File: src/rtl/jk_bank_ctrl.sv
// Two-requester arbiter and J/K sequencer for a WIDTH-bit JK flip-flop bank, with free-running binary count.
// Optional macro JK_BANK_DOWN_EN adds the cnt_dn input for down-counting.
module jk_bank_ctrl #(
  parameter int WIDTH = 8
) (
  input  logic             clk,
  input  logic             reset,
  input  logic             req0_valid,
  input  logic [1:0]       req0_op,
  input  logic [WIDTH-1:0] req0_mask,
  output logic             req0_ready,
  input  logic             req1_valid,
  input  logic [1:0]       req1_op,
  input  logic [WIDTH-1:0] req1_mask,
  output logic             req1_ready,
  input  logic             cnt_en,
`ifdef JK_BANK_DOWN_EN
  input  logic             cnt_dn,
`endif
  output logic [WIDTH-1:0] q,
  output logic [WIDTH-1:0] q_bar,
  output logic             busy,
  output logic             grant_id,
  output logic             wrap
);

  typedef enum logic {IDLE, APPLY} state_t;

  state_t           state, state_next;
  logic             last_grant;
  logic             accept0, accept1, count, dn, wrap_next;
  logic [1:0]       op_r;
  logic [WIDTH-1:0] mask_r, j, k, tog, q_next;

`ifdef JK_BANK_DOWN_EN
  assign dn = cnt_dn;
`else
  assign dn = 1'b0;
`endif

  // Round-robin: on a tie, the requester that did not win last time is served.
  always_comb begin
    req0_ready = 1'b0;
    req1_ready = 1'b0;
    if (!reset && state == IDLE) begin
      if (req0_valid && req1_valid) begin
        req0_ready = last_grant;
        req1_ready = !last_grant;
      end else begin
        req0_ready = req0_valid;
        req1_ready = req1_valid;
      end
    end
  end

  assign accept0 = req0_valid & req0_ready;
  assign accept1 = req1_valid & req1_ready;
  assign count   = (state == IDLE) && cnt_en && !accept0 && !accept1;

  // Ripple toggle terms: bit i toggles when all lower bits are 1 (up) or 0 (down).
  always_comb begin
    tog    = '0;
    tog[0] = 1'b1;
    for (int i = 1; i < WIDTH; i++) begin
      tog[i] = tog[i-1] & (dn ? ~q[i-1] : q[i-1]);
    end
  end

  always_comb begin
    state_next = state;
    j          = '0;
    k          = '0;
    if (state == APPLY) begin
      // op encoding maps directly onto {J,K}.
      for (int i = 0; i < WIDTH; i++) begin
        if (mask_r[i]) begin
          j[i] = op_r[1];
          k[i] = op_r[0];
        end
      end
      state_next = IDLE;
    end else if (accept0 || accept1) begin
      state_next = APPLY;
    end else if (count) begin
      j = tog;
      k = tog;
    end
  end

  assign q_next    = (j & ~q) | (~k & q);
  assign wrap_next = count && (dn ? (q == '0) : (&q));

  always_ff @(posedge clk) begin
    if (reset) begin
      state      <= IDLE;
      last_grant <= 1'b1;
      grant_id   <= 1'b0;
      q          <= '0;
      wrap       <= 1'b0;
    end else begin
      state <= state_next;
      q     <= q_next;
      wrap  <= wrap_next;
      if (accept0) begin
        last_grant <= 1'b0;
        grant_id   <= 1'b0;
      end else if (accept1) begin
        last_grant <= 1'b1;
        grant_id   <= 1'b1;
      end
    end
  end

  // Latched command needs no reset: it is only consumed in APPLY.
  always_ff @(posedge clk) begin
    if (accept0) begin
      op_r   <= req0_op;
      mask_r <= req0_mask;
    end else if (accept1) begin
      op_r   <= req1_op;
      mask_r <= req1_mask;
    end
  end

  assign q_bar = ~q;
  assign busy  = (state == APPLY);

endmodule

File: config.mk
export PLATFORM = sky130hd
export DESIGN_NAME = jk_bank_ctrl
export DESIGN_NICKNAME = d
export VERILOG_FILES = /design/src/rtl/jk_bank_ctrl.sv
export SDC_FILE = /design/constraint.sdc
export NUM_CORES = 1
export LEC_CHECK = 0
export BUFFER_PORTS_ARGS = -buffer_cell sky130_fd_sc_hd__buf_4
export CORE_AREA = 5 5 68 70
export CTS_BUF_LIST = sky130_fd_sc_hd__clkbuf_8
export DETAILED_ROUTE_END_ITERATION = 8
export DIE_AREA = 0 0 73 75
export GPL_TIMING_DRIVEN = 0
export PLACE_DENSITY = 0.56
export SLEW_MARGIN = 20
export SYNTH_ARGS = -nofsm -noshare
export SYNTH_HDL_FRONTEND = slang
export SYNTH_SLANG_ARGS = --single-unit
File: constraint.sdc
create_clock -name clk -period 1.8 [get_ports clk]
set_input_delay 0.36 -clock clk [delete_from_list [all_inputs] [get_ports clk]]
set_output_delay 0.36 -clock clk [all_outputs]
set_load 0.02 [all_outputs]
* After elaboration in Yosys (flattened, before gate mapping) *
Cells that the tools add are included.

cells by class
  add/sub/neg operators = 0
  $mul = 0
  divide/modulo/power cells = 0
  order comparisons = 0
  equality and inequality tests = 0
  shifts and indexed selects = 0
  multiplexer cells = 31
  bitwise operators = 14
  reductions and logical operators = 15

operators with widths
  operator             count
  2-to-1 mux 8 bit     6
  2-to-1 mux 1 bit     23
  bitwise AND 8 bit    2
  NOT 8 bit            2
  bitwise AND 1 bit    8
  OR 8 bit             1
  AND reduction 8 bit  1
  logical AND 1 bit    6
  logical NOT 1 bit    4
  2-to-1 mux 2 bit     2
  OR reduction 2 bit   2
  nonzero test 2 bit   1
  logical OR 1 bit     1
  NOT 1 bit            1

word-level totals
  register bits after elaboration = 22
  bits in latches = 0
  RAM bits = 0
  bits in read-only memories = 0
  input port bits = 25
  output and inout port bits = 21
  memories kept = 0

* Longest topological paths before layout *
Gate-level depths: netlist of the first run.

  depth after elaboration = 13
  mapped depth = 6

* Least setup slack after synthesis of the first run *
No wires, ideal clock.

  kind = in2reg
  start = input port reset
  end = register mask_r[0], enable pin
  arrival = 1470 ps
  path slack = -60 ps
  cell stages on the path = 3
  buffers on the path = 2
  path through = buf_6 -> clkbuf_1 -> nor3_1

on the way
  longest elaborated chain between the ends = 5
  elaborated cells on any way between the ends = 7

RTL lines
  what                                   RTL line  text
  from (decl)                            7         input logic reset,
  logical NOT 1 bit *                    45        if (!reset && state == IDLE) begin
  logical AND 1 bit *                    45
  2-to-1 mux 1 bit                       45
  bitwise AND 1 bit (on tied branches)   56, 57
  nonzero test 2 bit (no source line) *  --
  to (signal assigned)                   118       mask_r <= req0_mask;
  to (signal assigned)                   121       mask_r <= req1_mask;
  to (decl)                              33        logic [WIDTH-1:0] mask_r, j, k, tog, q_next;

Every way passes the cells marked *; elsewhere a longest branch is shown, timed or not.
A chain may end at the register's enable or synchronous reset.

* Worst setup path in the final report of the first run *
  start = register state, in the netlist busy
  end = output port req0_ready

on the way
  longest elaborated chain between the ends = 3

RTL lines
  what                    RTL line  text
  from (decl)             29        state_t state, state_next;
  from (signal assigned)  101       state <= state_next;
  NOT 1 bit               45
  logical AND 1 bit       45
  2-to-1 mux 1 bit        45
  to (decl)               11        output logic req0_ready,

No other way between the ends.

==> results.txt, run 1 <==
Largest net degree at the start of global routing: 14
Final Hold Vio Count: 0
Area of the mapped netlist: 0.00110 mm2
Via density: 4.75
CP Launch Type: flop
I/O pin count: 46
TritonCTS Buffers: 3
WS Path Type: reg -> out
Final Cycle Share: 95.5%
Total Neg Setup Slack: 0 ns
Share of cells above drive strength 1: 45.4%
I/O Buffers: 44
Clock Tree Buf Depth: 2
Pwr/cell area: 803 mW/mm2
Slowest stage cell, crit path: dfxtp_1
All-layer global routing usage: 9.99%
Status: completed
Hold path startpoint: reset
Max-capacitance violation count: 0
Seq pwr share: 45.6%
Comb pwr share: 18.0%
DRT antenna net count: 0
Row count: 23
Remaining DRCs: 0
Register area: 541 um2
DR vias: 960
Worst clock skew: 0.00310 ns
Clock insertion delay at the later pin of the skew report: 0.26 ns
Placed Instances: 197
P_leak: 0.667 nW
Core area: 0.00391 mm2
Crit path largest cell delay: 0.32 ns
Slew @ Worst Pin: 0.739 ns
Area of the multi-input gates: 502 um2
Most common cell after layout, fill and taps aside: buf_4
Synthesized flop and latch total: 22
DRT iter0 DRCs: 22
Sequential share of the synthesized area: 48.9%
Final Core Density: 40.7%
Chip height: 75 um
Post-route minimum period: 1.72 ns
Required time at the worst-slack endpoint: 1.44 ns
Reg clk slew, reported paths: 0.08 ns
Mapped Cells: 103
Syn-to-layout area delta: 44.2%
Cell variety after synth: 34
Sw frac: 23.9%
Net Sw Power: 0.306 mW
Initial antenna violation count: 0
Fmax: 582 MHz
Finished Layout Cells: 202
CP Cell Sequence: clkbuf_4 > nor2_2 > nand3_1 > buf_6 > inv_1 > buf_4
Reg-to-Reg Start: busy
Drt wl/cell: 13.2 um
Root Buffer: clkbuf_8
Power Total: 1.28 mW
Post-synth ARST share: 0%
Fill count: 404
Nets@finish: 178
Total wire length: 2.66 mm
P_int: 0.973 mW
Final Cell Area: 0.00159 mm2
Synth warn: 0
Initial Util: 28.2%
Max-slew violations: 0
Crit. End Element: output pin
Final setup fails: 0
TritonCTS clock tree: done
Hold Crit Class: in -> reg
Antenna Cells: 0
Die area: 0.00548 mm2
First-pass GRT wire length: 4.33 mm
Vias in the first global route: 944
First-pass iteration count of the detailed router: 4
Total grt overflow: 0
H-tree depth: 1
Post-synth top flop: dfxtp_1
CP arrival: 1.36 ns
Die X: 73 um
Most frequent cells in the layout: 45 x buf_4, 12 x dfxtp_1, 10 x mux2_2, 10 x edfxtp_1, 9 x inv_1
Clk sink count: 22
Maximum vdd drop: 0.304 mV
Post-synth EDFFs: 10
Max FO, Critical Path: 10
Syn Nets: 128
RePlAce Congestion: 0.755
Slew headroom: 50.5%
Clock share of power: 36.4%
Hold-fix buffers, CTS: 0
Total placed instance area: 0.00150 mm2
Detailed placement HPWL: 2.16 mm
Worst Setup SP: busy
Mean post-synth cell area: 10.7 um2
-- cell usage after synthesis, drive strengths merged (2+ instances only) --
| cell | count | area [um2] |
|---|---|---|
| a211oi | 4 | 30.0 |
| dfxtp | 12 | 240 |
| a221oi | 2 | 17.5 |
| nor2 | 5 | 18.8 |
| buf | 3 | 21.3 |
| a21o | 3 | 22.5 |
| and2 | 2 | 12.5 |
| a211o | 2 | 17.5 |
| inv | 9 | 33.8 |
| nor3 | 5 | 36.3 |
| a21oi | 3 | 18.8 |
| nand3 | 4 | 20.0 |
| mux2 | 10 | 113 |
| o32ai | 2 | 17.5 |
| clkbuf | 3 | 11.3 |
| nand2 | 6 | 22.5 |
| edfxtp | 10 | 300 |
| and3 | 5 | 31.3 |
-- sequential cells by signal (all words and copies together) (netlist names) --
signal / cells
mask_r: 8
q: 8
op_r: 2
busy: 1
grant_id: 1
last_grant: 1
wrap: 1
-- critical path, delay by kind of cell, from the launching register on --
kind	cells	cell delay, ns
buffers and inverters	4	0.57
flip-flops	1	0.32
AND/OR/NAND/NOR	2	0.22
-- metrics by stage --
stage / setup slack, ns / hold slack (ns)
finish: 0.0817 / 0.311
global route: -0.00491 / 0.303
CTS: 0.0150 / 0.303
detailed placement: -0.0641 / 0.484
global placement: -0.0221 / 0.477
floorplan: 0.142 / 0.495
-- final timing paths --
check               end  depth (start not counted)  slack, ns
max reg2reg        q[5]                          5       0.24
min                q[5]                          2       0.31
min reg2reg    grant_id                          2       0.49
max          req0_ready                          6       0.08
-- metal layers --
metal	GRT usage, %	up-vias	part of all wire [%]
li1	-	477	-
met1	11.9	449	43
met2	17.1	30	49
met3	2.94	4	7.0
met4	3.69	0	1.2
met5	0	-	0
-- area by class of cell --
type                            count  share of cell area (%)
Inverter                           10                    2.36
Tap cell                           50                    3.93
Sequential cell                    22                    33.9
Clock inverter                      1                    1.89
Multi-Input combinational cell     65                    31.5
Timing Repair Buffer               45                    21.2
Buffer                              6                    2.59
Clock buffer                        3                    2.59
-- kinds of logic after synthesis --
| group | after synthesis | synth area share (%) |
|---|---|---|
| AO/OA/AOI/OAI | 22 | 16.5 |
| buffers and inverters | 16 | 6.34 |
| flip-flops | 22 | 48.9 |
| multiplexers | 10 | 10.2 |
| AND/OR/NAND/NOR | 33 | 18.0 |
-- power groups by stage --
stage | combinational, mW | clock (mW) | sequential, mW
floorplan | 0.111 | 0 | 0.603
global placement | 0.222 | 0 | 0.593
detailed placement | 0.226 | 0 | 0.595
CTS | 0.228 | 0.473 | 0.583
global route | 0.248 | 0.503 | 0.588
finish | 0.230 | 0.466 | 0.583
-- repair_timing --
item / CTS / global route
setup endpoints to repair: 1 / 1
pin swaps: 0 / 1
resized for setup: 1 / 3
setup buffers: 0 / 1
(Power assumes the default switching activity.)
==> run 2, diff against run 1 <==
--- a/config.mk
+++ b/config.mk
@@ -7,11 +7,11 @@
 export LEC_CHECK = 0
 export BUFFER_PORTS_ARGS = -buffer_cell sky130_fd_sc_hd__buf_4
 export CORE_AREA = 5 5 68 70
-export CTS_BUF_LIST = sky130_fd_sc_hd__clkbuf_8
+export CTS_BUF_LIST = sky130_fd_sc_hd__clkbuf_8 sky130_fd_sc_hd__clkbuf_16
 export DETAILED_ROUTE_END_ITERATION = 8
 export DIE_AREA = 0 0 73 75
 export GPL_TIMING_DRIVEN = 0
-export PLACE_DENSITY = 0.56
+export PLACE_DENSITY = 0.54
 export SLEW_MARGIN = 20
 export SYNTH_ARGS = -nofsm -noshare
 export SYNTH_HDL_FRONTEND = slang
==> constraint.sdc (replaced) <==
create_clock -name clk -period 1.6 [get_ports clk]
set_input_delay 0.32 -clock clk [delete_from_list [all_inputs] [get_ports clk]]
set_output_delay 0.32 -clock clk [all_outputs]
set_load 0.02 [all_outputs]
==> run 2 against run 1 <==
Final cell count is the same. Global-route usage increased by 0.83 points. Via count rose by 1.5%. Clock skew decreased by 0.0018 ns. Sequential share of layout area down 0.26 points. Sequential cell count unchanged. Setup slack got worse by 0.019 ns. Largest cell class unchanged.
==> results.txt, run 2 (same netlist as run 1, synthesis figures left out) <==
Total wire length: 2.85 mm
RePlAce Congestion: 0.784
Crit path largest cell delay: 0.33 ns
Total grt overflow: 0
TritonCTS Buffers: 3
Final Cell Area: 0.00161 mm2
Cell mode on critical path: buf_6
Largest net degree at the start of global routing: 13
DRT antenna net count: 0
Worst clock skew: 0.00135 ns
Reg-to-Reg Start: busy
CP Launch Type: flop
Fmax: 651 MHz
Remaining DRCs: 0
Max FO, Critical Path: 9
Max-capacitance violation count: 0
Die X: 73 um
Slowest stage cell, crit path: dfxtp_1
Reg2reg path depth: 6
Root Buffer: clkbuf_8
Sw frac: 25.8%
Total placed instance area: 0.00150 mm2
Reg2reg end: mask_r[1]
Required time at the worst-slack endpoint: 1.28 ns
Post-route minimum period: 1.54 ns
Most frequent cells in the layout: 45 x buf_4, 12 x dfxtp_1, 10 x mux2_2, 10 x edfxtp_1, 9 x inv_1
Clock insertion delay at the later pin of the skew report: 0.26 ns
Syn-to-layout area delta: 45.3%
WS Path Type: reg -> out
TritonCTS clock tree: done
RSZ-0062 raised after global routing: yes
R2R setup slack: 0.12 ns
Chip height: 75 um
Final Core Density: 41.0%
Initial antenna violation count: 0
DR vias: 974
Clk sink count: 22
Hold Path Cell Cnt: 2
Clock share of power: 30.1%
Die area: 0.00548 mm2
Crit. End Element: output pin
Most common cell after layout, fill and taps aside: buf_4
Biggest regs: mask_r: 8 flops, q: 8 flops, op_r: 2 flops
CP Cell Sequence: buf_6 > nor2_4 > nand3_2 > buf_6 > inv_1 > buf_6
Comb pwr share: 20.3%
WHS Endpoint: q[5]
Fill count: 418
Nets@finish: 178
Row count: 23
Core area: 0.00391 mm2
All-layer global routing usage: 10.8%
P_leak: 0.670 nW
Worst Hold Margin: 0.281 ns
First-pass iteration count of the detailed router: 3
Maximum vdd drop: 0.430 mV
Clock Tree Buf Depth: 2
Detailed placement HPWL: 2.22 mm
Vias in the first global route: 1030
Slew @ Worst Pin: 0.612 ns
Status: completed
Drt wl/cell: 14.1 um
Hold-fix buffers, CTS: 0
Antenna Cells: 0
Pwr/cell area: 827 mW/mm2
P_int: 0.985 mW
Seq pwr share: 49.6%
Share of cells above drive strength 1: 47.4%
First-pass GRT wire length: 4.56 mm
Final Cycle Share: 96.1%
I/O pin count: 46
Net Sw Power: 0.342 mW
H-tree depth: 1
Via density: 4.82
I/O Buffers: 44
Initial Util: 28.2%
Slew headroom: 59.2%
CP arrival: 1.22 ns
Hold Crit Class: in -> reg
Power Total: 1.33 mW
Final setup fails: 0
Final Hold Vio Count: 0
Reg clk slew, reported paths: 0.08 ns
Hold path startpoint: reset
DRT iter0 DRCs: 59
Max-slew violations: 0
run 2: what timing repair did:
item                                   in CTS  in global routing
endpoints found under the hold margin       0                  0
resized for setup                           5                  4
pin swaps                                   1                  0
setup endpoints to repair                   2                 12
buffers inserted                            2                  0
run 2: power groups by stage:
stage / Combinational, mW / Sequential, mW / Clock, mW
after floorplan: 0.125 / 0.679 / 0
after global placement: 0.250 / 0.668 / 0
after detailed placement: 0.256 / 0.670 / 0
after CTS: 0.266 / 0.657 / 0.411
after global routing: 0.292 / 0.663 / 0.436
final: 0.269 / 0.658 / 0.399
run 2: how the worst max path moves through the flow:
stage               startpoint  slack (ns)          to  cells after the start
floorplan                 q[1]        0.01        q[3]                      4
global route              busy       -0.02  req0_ready                      6
finish                    busy        0.06  req0_ready                      6
global placement         reset       -0.19   mask_r[6]                      3
CTS                       busy        0.01  req0_ready                      6
detailed placement       reset       -0.22   mask_r[6]                      3
run 2: routing by layer:
layer | GRT usage [%] | share of wire [%] | up-vias
li1 | - | - | 482
met1 | 12.5 | 41 | 453
met2 | 18.8 | 49 | 33
met3 | 2.80 | 7.7 | 6
met4 | 4.92 | 1.7 | 0
met5 | 0 | 0 | -
run 2: final cells by class:
cell class	count	area (um2)	area share [%]
well taps	50	62.6	3.90
inverters	10	38.8	2.42
plain buffers	5	41.3	2.57
repair buffers	46	349	21.7
multi-input cells	65	518	32.3
clock buffers	4	55.1	3.43
flip-flops and latches	22	541	33.7
run 2: critical path, delay by kind of cell, from the launching register on:
family | cells | cell delay (ns)
simple gates | 2 | 0.17
flops | 1 | 0.33
buf+inv | 4 | 0.46
run 2: stage by stage:
stage               TNS [ns]  worst slack, ns  std cells
floorplan                  0           0.0149        103
global placement       -1.94           -0.194        197
detailed placement     -2.18           -0.219        197
CTS                        0           0.0116        203
global route         -0.0212          -0.0212        202
finish                     0           0.0629        202
